<file path="config.mk">
export PLATFORM = sky130hd
export DESIGN_NAME = addsub_pipe_flat
export DESIGN_NICKNAME = d
export VERILOG_FILES = /design/src/rtl/addsub_pipe_pkg.sv /design/src/rtl/addsub_pipe_if.sv /design/src/rtl/addsub_pipe_core.sv /design/src/rtl/addsub_pipe.sv /design/src/flat_wrapper.sv
export SDC_FILE = /design/constraint.sdc
export NUM_CORES = 1
export LEC_CHECK = 0
export BUFFER_PORTS_ARGS = -buffer_cell sky130_fd_sc_hd__buf_2
export CORE_ASPECT_RATIO = 1.75
export CORE_MARGIN = 10
export CORE_UTILIZATION = 30
export CTS_CLUSTER_SIZE = 30
export DETAILED_ROUTE_END_ITERATION = 10
export GPL_ROUTABILITY_DRIVEN = 1
export PLACE_DENSITY_LB_ADDON = 0.1
export RECOVER_POWER = 25
export SLEW_MARGIN = 30
export SYNTH_ARGS = -nofsm -noshare
export SYNTH_HDL_FRONTEND = slang
export SYNTH_HIERARCHICAL = 1
export SYNTH_SLANG_ARGS = --single-unit
</file>
<file path="constraint.sdc">
create_clock -name clk -period 4 [get_ports clk]
set_input_delay 0.8 -clock clk [delete_from_list [all_inputs] [get_ports clk]]
set_output_delay 0.8 -clock clk [all_outputs]
set_load 0.05 [all_outputs]
</file>
<file path="src/rtl/addsub_pipe_pkg.sv">
`default_nettype none
// ============================================================================
// Package  : addsub_pkg
// Purpose  : Shared opcode encoding, flag bundle and limits for addsub_pipe.
// Revision : 1.0 - initial release
// ============================================================================
package addsub_pkg;

    // Bit 0 selects subtract, bit 1 selects saturation.
    typedef enum logic [1:0] {
        OP_ADD  = 2'b00,
        OP_SUB  = 2'b01,
        OP_SADD = 2'b10,
        OP_SSUB = 2'b11
    } op_t;

    typedef struct packed {
        logic carry;
        logic ovf;
        logic sat;
    } flags_t;

    localparam int STAGES_MAX = 4;

endpackage
`default_nettype wire

</file>
<file path="src/rtl/addsub_pipe_if.sv">
`default_nettype none
// ============================================================================
// Interface : addsub_pipe_if
// Purpose   : Operand/result valid-ready bundle for addsub_pipe.
// Revision  : 1.0 - initial release
// ============================================================================
interface addsub_pipe_if
    import addsub_pkg::*;
#(
    parameter int WIDTH = 32
) ();

    logic             in_valid;
    logic             in_ready;
    op_t              op;
    logic [WIDTH-1:0] a;
    logic [WIDTH-1:0] b;
    logic             out_valid;
    logic             out_ready;
    logic [WIDTH-1:0] result;
    logic             carry;
    logic             ovf;
    logic             sat;

    modport master (
        output in_valid, op, a, b, out_ready,
        input  in_ready, out_valid, result, carry, ovf, sat
    );

    modport slave (
        input  in_valid, op, a, b, out_ready,
        output in_ready, out_valid, result, carry, ovf, sat
    );

endinterface
`default_nettype wire

</file>
<file path="src/rtl/addsub_pipe_core.sv">
`default_nettype none
// ============================================================================
// Module   : addsub_core
// Purpose  : Combinational add/subtract with carry/borrow and overflow.
// Revision : 1.0 - initial release
// ============================================================================
module addsub_core #(
    parameter int WIDTH  = 32,
    parameter int SIGNED = 0
) (
    input  wire logic [WIDTH-1:0] i_a,
    input  wire logic [WIDTH-1:0] i_b,
    input  wire logic             i_sub,
    output logic      [WIDTH-1:0] o_sum,
    output logic                  o_carry,
    output logic                  o_ovf
);

    logic [WIDTH-1:0] w_b_eff;
    logic [WIDTH:0]   w_full;

    assign w_b_eff = i_sub ? ~i_b : i_b;
    assign w_full  = {1'b0, i_a} + {1'b0, w_b_eff} + {{WIDTH{1'b0}}, i_sub};
    assign o_sum   = w_full[WIDTH-1:0];
    // For a+~b+1 the carry-out is the inverse of the borrow.
    assign o_carry = w_full[WIDTH] ^ i_sub;

    generate
        if (SIGNED != 0) begin : g_signed
            assign o_ovf = (i_a[WIDTH-1] == w_b_eff[WIDTH-1]) &&
                           (w_full[WIDTH-1] != i_a[WIDTH-1]);
        end else begin : g_unsigned
            assign o_ovf = o_carry;
        end
    endgenerate

endmodule
`default_nettype wire

</file>
<file path="src/rtl/addsub_pipe.sv">
`default_nettype none
// ============================================================================
// Module   : addsub_pipe
// Purpose  : Pipelined add/sub (optional saturation) with valid/ready flow.
//            Simulation checks enabled by ADDSUB_PIPE_XCHECK_EN.
// Revision : 1.0 - initial release
// ============================================================================
module addsub_pipe
    import addsub_pkg::*;
#(
    parameter int WIDTH  = 32,
    parameter int STAGES = 2,
    parameter int SIGNED = 0
) (
    input  wire logic    clk,
    input  wire logic    rst,
    addsub_pipe_if.slave bus
);

    localparam int c_last = STAGES - 1;

    generate
        if (STAGES < 1 || STAGES > STAGES_MAX || WIDTH < 2) begin : g_param_err
            $error("addsub_pipe: illegal WIDTH=%0d STAGES=%0d", WIDTH, STAGES);
        end
    endgenerate

    logic             w_adv;
    logic [WIDTH-1:0] w_core_sum;
    logic             w_core_carry;
    logic             w_core_ovf;
    logic             w_sat_en;
    logic [WIDTH-1:0] w_sat_val;

    logic             r_v         [STAGES];
    logic [WIDTH-1:0] r_sum       [STAGES];
    op_t              r_op        [STAGES];
    flags_t           r_flags     [STAGES];

    logic             w_src_v     [STAGES];
    logic [WIDTH-1:0] w_src_sum   [STAGES];
    op_t              w_src_op    [STAGES];
    flags_t           w_src_flags [STAGES];
    logic [WIDTH-1:0] w_nxt_sum   [STAGES];
    flags_t           w_nxt_flags [STAGES];

    assign w_adv        = !bus.out_valid || bus.out_ready;
    assign bus.in_ready = w_adv && !rst;

    addsub_core #(
        .WIDTH  (WIDTH),
        .SIGNED (SIGNED)
    ) u_core (
        .i_a     (bus.a),
        .i_b     (bus.b),
        .i_sub   (bus.op[0]),
        .o_sum   (w_core_sum),
        .o_carry (w_core_carry),
        .o_ovf   (w_core_ovf)
    );

    // Clamp target; signed direction follows the wrapped MSB (it has the wrong sign).
    generate
        if (SIGNED != 0) begin : g_sat_signed
            assign w_sat_val = w_src_sum[c_last][WIDTH-1] ? {1'b0, {(WIDTH-1){1'b1}}}
                                                          : {1'b1, {(WIDTH-1){1'b0}}};
        end else begin : g_sat_unsigned
            assign w_sat_val = w_src_op[c_last][0] ? '0 : '1;
        end
    endgenerate

    assign w_sat_en = w_src_op[c_last][1] && w_src_flags[c_last].ovf;

    generate
        for (genvar k = 0; k < STAGES; k++) begin : g_stage
            if (k == 0) begin : g_first
                assign w_src_v[k]     = bus.in_valid;
                assign w_src_sum[k]   = w_core_sum;
                assign w_src_op[k]    = bus.op;
                assign w_src_flags[k] = flags_t'({w_core_carry, w_core_ovf, 1'b0});
            end else begin : g_delay
                assign w_src_v[k]     = r_v[k-1];
                assign w_src_sum[k]   = r_sum[k-1];
                assign w_src_op[k]    = r_op[k-1];
                assign w_src_flags[k] = r_flags[k-1];
            end

            if (k == STAGES - 1) begin : g_final
                assign w_nxt_sum[k]   = w_sat_en ? w_sat_val : w_src_sum[k];
                assign w_nxt_flags[k] = flags_t'({w_src_flags[k].carry,
                                                  w_src_flags[k].ovf, w_sat_en});
            end else begin : g_pass
                assign w_nxt_sum[k]   = w_src_sum[k];
                assign w_nxt_flags[k] = w_src_flags[k];
            end
        end
    endgenerate

    // Data only loads behind a valid token, so bubbles leave registers untouched.
    always_ff @(posedge clk) begin
        if (rst) begin
            for (int k = 0; k < STAGES; k++) begin
                r_v[k]     <= 1'b0;
                r_sum[k]   <= '0;
                r_op[k]    <= OP_ADD;
                r_flags[k] <= '0;
            end
        end else if (w_adv) begin
            for (int k = 0; k < STAGES; k++) begin
                r_v[k] <= w_src_v[k];
                if (w_src_v[k]) begin
                    r_sum[k]   <= w_nxt_sum[k];
                    r_op[k]    <= w_src_op[k];
                    r_flags[k] <= w_nxt_flags[k];
                end
            end
        end
    end

    assign bus.out_valid = r_v[c_last];
    assign bus.result    = r_sum[c_last];
    assign bus.carry     = r_flags[c_last].carry;
    assign bus.ovf       = r_flags[c_last].ovf;
    assign bus.sat       = r_flags[c_last].sat;

`ifdef ADDSUB_PIPE_XCHECK_EN
    always @(posedge clk) begin
        if (bus.in_valid && bus.in_ready && $isunknown({bus.op, bus.a, bus.b}))
            $error("addsub_pipe: unknown operands accepted at %t", $realtime);
    end

    a_hold_stable: assert property (@(posedge clk) disable iff (rst)
        (bus.out_valid && !bus.out_ready) |=>
            $stable({bus.result, bus.carry, bus.ovf, bus.sat}));

    a_sat_implies_ovf: assert property (@(posedge clk) disable iff (rst)
        bus.sat |-> bus.ovf);
`endif

endmodule
`default_nettype wire

</file>
<file path="src/flat_wrapper.sv">
// flat-port wrapper written by rule: the top's interface ports become plain ports
module addsub_pipe_flat import addsub_pkg::*;
#(
    parameter int WIDTH  = 32,
    parameter int STAGES = 2,
    parameter int SIGNED = 0
)
  (clk, rst, bus_in_valid, bus_op, bus_a, bus_b, bus_out_ready, bus_in_ready, bus_out_valid, bus_result, bus_carry, bus_ovf, bus_sat);
  addsub_pipe_if #(.WIDTH(WIDTH)) bus_i ();
  input  wire logic clk;
  input  wire logic rst;
  input wire logic [$bits(bus_i.in_valid)-1:0] bus_in_valid;
  input wire logic [$bits(bus_i.op)-1:0] bus_op;
  input wire logic [$bits(bus_i.a)-1:0] bus_a;
  input wire logic [$bits(bus_i.b)-1:0] bus_b;
  input wire logic [$bits(bus_i.out_ready)-1:0] bus_out_ready;
  output wire logic [$bits(bus_i.in_ready)-1:0] bus_in_ready;
  output wire logic [$bits(bus_i.out_valid)-1:0] bus_out_valid;
  output wire logic [$bits(bus_i.result)-1:0] bus_result;
  output wire logic [$bits(bus_i.carry)-1:0] bus_carry;
  output wire logic [$bits(bus_i.ovf)-1:0] bus_ovf;
  output wire logic [$bits(bus_i.sat)-1:0] bus_sat;
  assign bus_i.in_valid = bus_in_valid;
  assign bus_i.op = bus_op;
  assign bus_i.a = bus_a;
  assign bus_i.b = bus_b;
  assign bus_i.out_ready = bus_out_ready;
  assign bus_in_ready = bus_i.in_ready;
  assign bus_out_valid = bus_i.out_valid;
  assign bus_result = bus_i.result;
  assign bus_carry = bus_i.carry;
  assign bus_ovf = bus_i.ovf;
  assign bus_sat = bus_i.sat;
  addsub_pipe #(.WIDTH(WIDTH), .STAGES(STAGES), .SIGNED(SIGNED)) u_core (.clk(clk), .rst(rst), .bus(bus_i));
endmodule
</file>
==> impl_metrics.env <==
export IMPL_run_status="complete, but fails checks"
export IMPL_violations="max-capacitance violations, max-slew violations"
export IMPL_floorplan_initialDensity_pct=30.34
export IMPL_r2r_end="u_core/r_sum[0][5]"
export IMPL_synth_edff_count=73
export IMPL_vias_per_cell=5.150
export IMPL_cts_repair_resized=0
export IMPL_synth_compound_area_share_pct=26.29
export IMPL_synth_top_family_by_area="compound AO/OA/AOI/OAI gates"
export IMPL_postCtsSetupRepairBufs=0
export IMPL_ff2ff_path_depth=3
export IMPL_timing_critical_path_to_type="flip-flop"
export IMPL_switching_share_pct=35.01
export IMPL_place_hpwl_mm=12.86
export IMPL_die_h_um=211.7
export IMPL_timing_final_ws_setup_ns=0.2695
export IMPL_grt_start_max_net_pins=75
export IMPL_fillerInstances=2126
export IMPL_fin_skew_ns=0.005061
export IMPL_vdd_ir_drop_worst_v=0.0001867
export IMPL_synth_largest_area_cell="sky130_fd_sc_hd__edfxtp_1"
export IMPL_min_delay_path_class="flip-flop to flip-flop"
export IMPL_synth_cell_types=67
export IMPL_switchingPower_mw=0.9596
export IMPL_tightest_slew_ns=1.933
export IMPL_grt_antenna_before_repair=0
export IMPL_insertion_delay_ns=0.33
export IMPL_gp_routability_congestion=0.8334
export IMPL_worstSetupPathType="input port to flip-flop"
export IMPL_power_frac_comb_pct=39.6
export IMPL_finalCoreUtilization_pct=33.74
export IMPL_total_leakage_power_nw=2.731
export IMPL_synth_area_sq_um=6297
export IMPL_sequentialPowerShare_pct=35.7
export IMPL_tritoncts="done"
export IMPL_track_usage_pct=11.89
export IMPL_timing_hold_violations_final=0
export IMPL_reg2reg_from="u_core/r_v[0][1]"
export IMPL_total_negative_slack_ns=0
export IMPL_yosysSeqAreaShare_pct=34.81
export IMPL_die_w_um=129.5
export IMPL_rsz_0062_raised_after_global_routing="no"
export IMPL_hold_path_cell_count=1
export IMPL_postSynth_asyncResetShare_pct=0
export IMPL_detail_route_antenna_nets=0
export IMPL_final_cell_mix="sky130_fd_sc_hd__buf_2, sky130_fd_sc_hd__edfxtp_1, sky130_fd_sc_hd__xor2_1"
export IMPL_final_layout_size_suffix_gt1_share_pct=28.59
export IMPL_antennaDiodeCount=0
export IMPL_post_synth_top_area_fraction_pct=34.81
export IMPL_globalRouteOverflowTotal=0
export IMPL_grt_pass1_vias=4738
export IMPL_cts_hold_fix_buffers=0
export IMPL_core_sq_um=20760
export IMPL_synth_area_top_cells="sky130_fd_sc_hd__edfxtp_1, sky130_fd_sc_hd__ha_1, sky130_fd_sc_hd__a2111oi_2"
export IMPL_synth_seq_cells=73
export IMPL_min_to="u_core/r_flags[0][5]"
export IMPL_layout_cells_most_common="sky130_fd_sc_hd__buf_2"
export IMPL_h_tree_depth=3
export IMPL_final_min_period_over_clock_period_pct=93.26
export IMPL_synthXorXnorAreaFrac_pct=8.206
export IMPL_synthesis_nets=684
export IMPL_post_layout_total_power_mw=2.741
export IMPL_crit_arrival_ns=3.86
export IMPL_relSlewSlack_pct=-28.86
export IMPL_dr_total_vias=4594
export IMPL_cts_root_buffer="sky130_fd_sc_hd__clkbuf_16"
export IMPL_clkSlewWorstSetupHoldPaths_ns=0.05
export IMPL_ctsLongestPathBuffers=2
export IMPL_detail_route_iter0_violations=185
export IMPL_synth_simple_gate_area_share_pct=14.25
export IMPL_drv_cap=2
export IMPL_crit_fanout=34
export IMPL_number_of_placement_rows=70
export IMPL_setup_reg_to_reg_worst_slack_ns=1.54
export IMPL_post_drt_wl_per_cell_um=18.04
export IMPL_critPathLaunchType="input port"
export IMPL_grt_first_pass_wirelength_mm=25.86
export IMPL_yosys_area_share_adder_pct=6.477
export IMPL_design_final_nets=737
export IMPL_cts_sinks=73
export IMPL_number_of_drc_violations_after_detailed_routing=0
export IMPL_intPower_mw=1.782
export IMPL_maxSlewViolCount=73
export IMPL_ys_dominant_reg_cell="sky130_fd_sc_hd__edfxtp_1"
export IMPL_numCtsBuffers=9
export IMPL_layout_area_overhead_vs_synth_pct=11.21
export IMPL_synth_yosys_warnings=6
export IMPL_wl_mm=16.09
export IMPL_critical_path_required_ns=4.13
export IMPL_fraction_of_power_consumed_by_the_clock_network_pct=24.7
export IMPL_final_setup_viol_count=0
export IMPL_maxClockFrequency_mhz=268.1
export IMPL_io_pins=107
export IMPL_port_buffers=106
export IMPL_post_route_min_period_ns=3.730
export IMPL_syn_avg_cell_area_sq_um=10.82
export IMPL_hold_path_startpoint="u_core/r_flags[0][2]"
export IMPL_synth_mux_area_share_pct=0.4769
export IMPL_powerDensity_nw_per_um2=391.4
export IMPL_die_area_sq_um=27410
export IMPL_firstDrtPassIters=4
export IMPL_netlist_instances=582
export IMPL_place_ws_ns=-0.01024
==> sequential cells by signal (all words and copies together) (netlist names) <==
name / count
u_core/r_flags: 5
u_core/r_sum: 64
u_core/r_v: 2
u_core/r_op: 2
==> power by group through the flow <==
| stage | clock, mW | sequential (mW) | combinational (mW) |
|---|---|---|---|
| 2_1_floorplan | 0 | 0.997 | 0.878 |
| 4_1_cts | 0.699 | 0.977 | 1.10 |
| 5_1_grt | 0.735 | 0.986 | 1.19 |
| 3_5_place_dp | 0 | 0.992 | 1.09 |
| 3_3_place_gp | 0 | 0.991 | 1.09 |
| 6_report | 0.677 | 0.978 | 1.09 |
==> metal layers <==
layer  track usage [%]  up-vias  share of wire [%]
met5                 0        -                  0
met4             5.218        0                3.0
met3             2.129       18                4.0
met2             21.80       96                 54
met1             12.86     2159                 39
li1                  -     2321                  -
==> worst max-delay path, cell delays in order <==
cell                        delay, ns
sky130_fd_sc_hd__buf_2           0.12
sky130_fd_sc_hd__buf_12          0.16
sky130_fd_sc_hd__xor2_1          0.19
sky130_fd_sc_hd__ha_1            0.36
sky130_fd_sc_hd__a21o_1          0.21
sky130_fd_sc_hd__a21o_1          0.20
sky130_fd_sc_hd__a2111oi_0       0.76
sky130_fd_sc_hd__buf_4           0.22
sky130_fd_sc_hd__o22ai_1         0.08
sky130_fd_sc_hd__a31oi_1         0.27
sky130_fd_sc_hd__xnor2_1         0.18
sky130_fd_sc_hd__nor4b_1         0.27
==> cell usage after synthesis (17+ instances only) <==
cell and count:
sky130_fd_sc_hd__edfxtp_1 73, sky130_fd_sc_hd__xor2_1 41, sky130_fd_sc_hd__nor4b_1 38, sky130_fd_sc_hd__buf_4 37
sky130_fd_sc_hd__nand2_1 34, sky130_fd_sc_hd__ha_1 31, sky130_fd_sc_hd__a21oi_1 28, sky130_fd_sc_hd__a2111oi_2 25
sky130_fd_sc_hd__a21bo_1 24, sky130_fd_sc_hd__o21ai_0 20, sky130_fd_sc_hd__xnor2_1 18, sky130_fd_sc_hd__nor2_1 17
==> worst max-delay path by stage <==
| stage | from | endpoint | slack, ns | depth (start not counted) |
|---|---|---|---|---|
| 6_report | bus_op[0] | u_core/r_sum[0][31] | 0.27 | 12 |
| 5_1_grt | bus_op[0] | u_core/r_sum[0][31] | 0.11 | 12 |
| 4_1_cts | bus_op[0] | u_core/r_sum[0][31] | 0.29 | 12 |
| 3_5_place_dp | bus_op[0] | u_core/r_sum[0][31] | -0.01 | 12 |
| 3_3_place_gp | bus_op[0] | u_core/r_sum[0][31] | -0.08 | 12 |
| 2_1_floorplan | bus_op[0] | u_core/r_sum[0][23] | 0.48 | 12 |
==> area by class of cell <==
type	instances	area, sq um	area share [%]
multi-input cells	418	3520	50.26
flip-flops and latches	73	2192	31.30
repair buffers	124	688.2	9.827
well taps	252	315.3	4.502
clock buffers	10	229.0	3.270
inverters	9	33.78	0.4824
clock inverters	6	25.02	0.3573
==> stage by stage <==
step	std cells	cell area (sq um)	hold slack, ns
after floorplan	582	6297	0.6285
after global placement	876	6754	0.6673
after detailed placement	876	6754	0.6845
after CTS	892	7008	0.6989
after global routing	892	7003	0.7253
final	892	7003	0.6970
==> kinds of logic (layout without fill, tap and decap cells) <==
| logic type | after synthesis | after routing |
|---|---|---|
| compound gates | 180 | 180 |
| xor+xnor | 59 | 59 |
| fa+ha+maj | 32 | 32 |
| buf+inv | 91 | 149 |
| flops | 73 | 73 |
| mux | 3 | 3 |
| simple gates | 144 | 144 |
(Power assumes the default switching activity.)
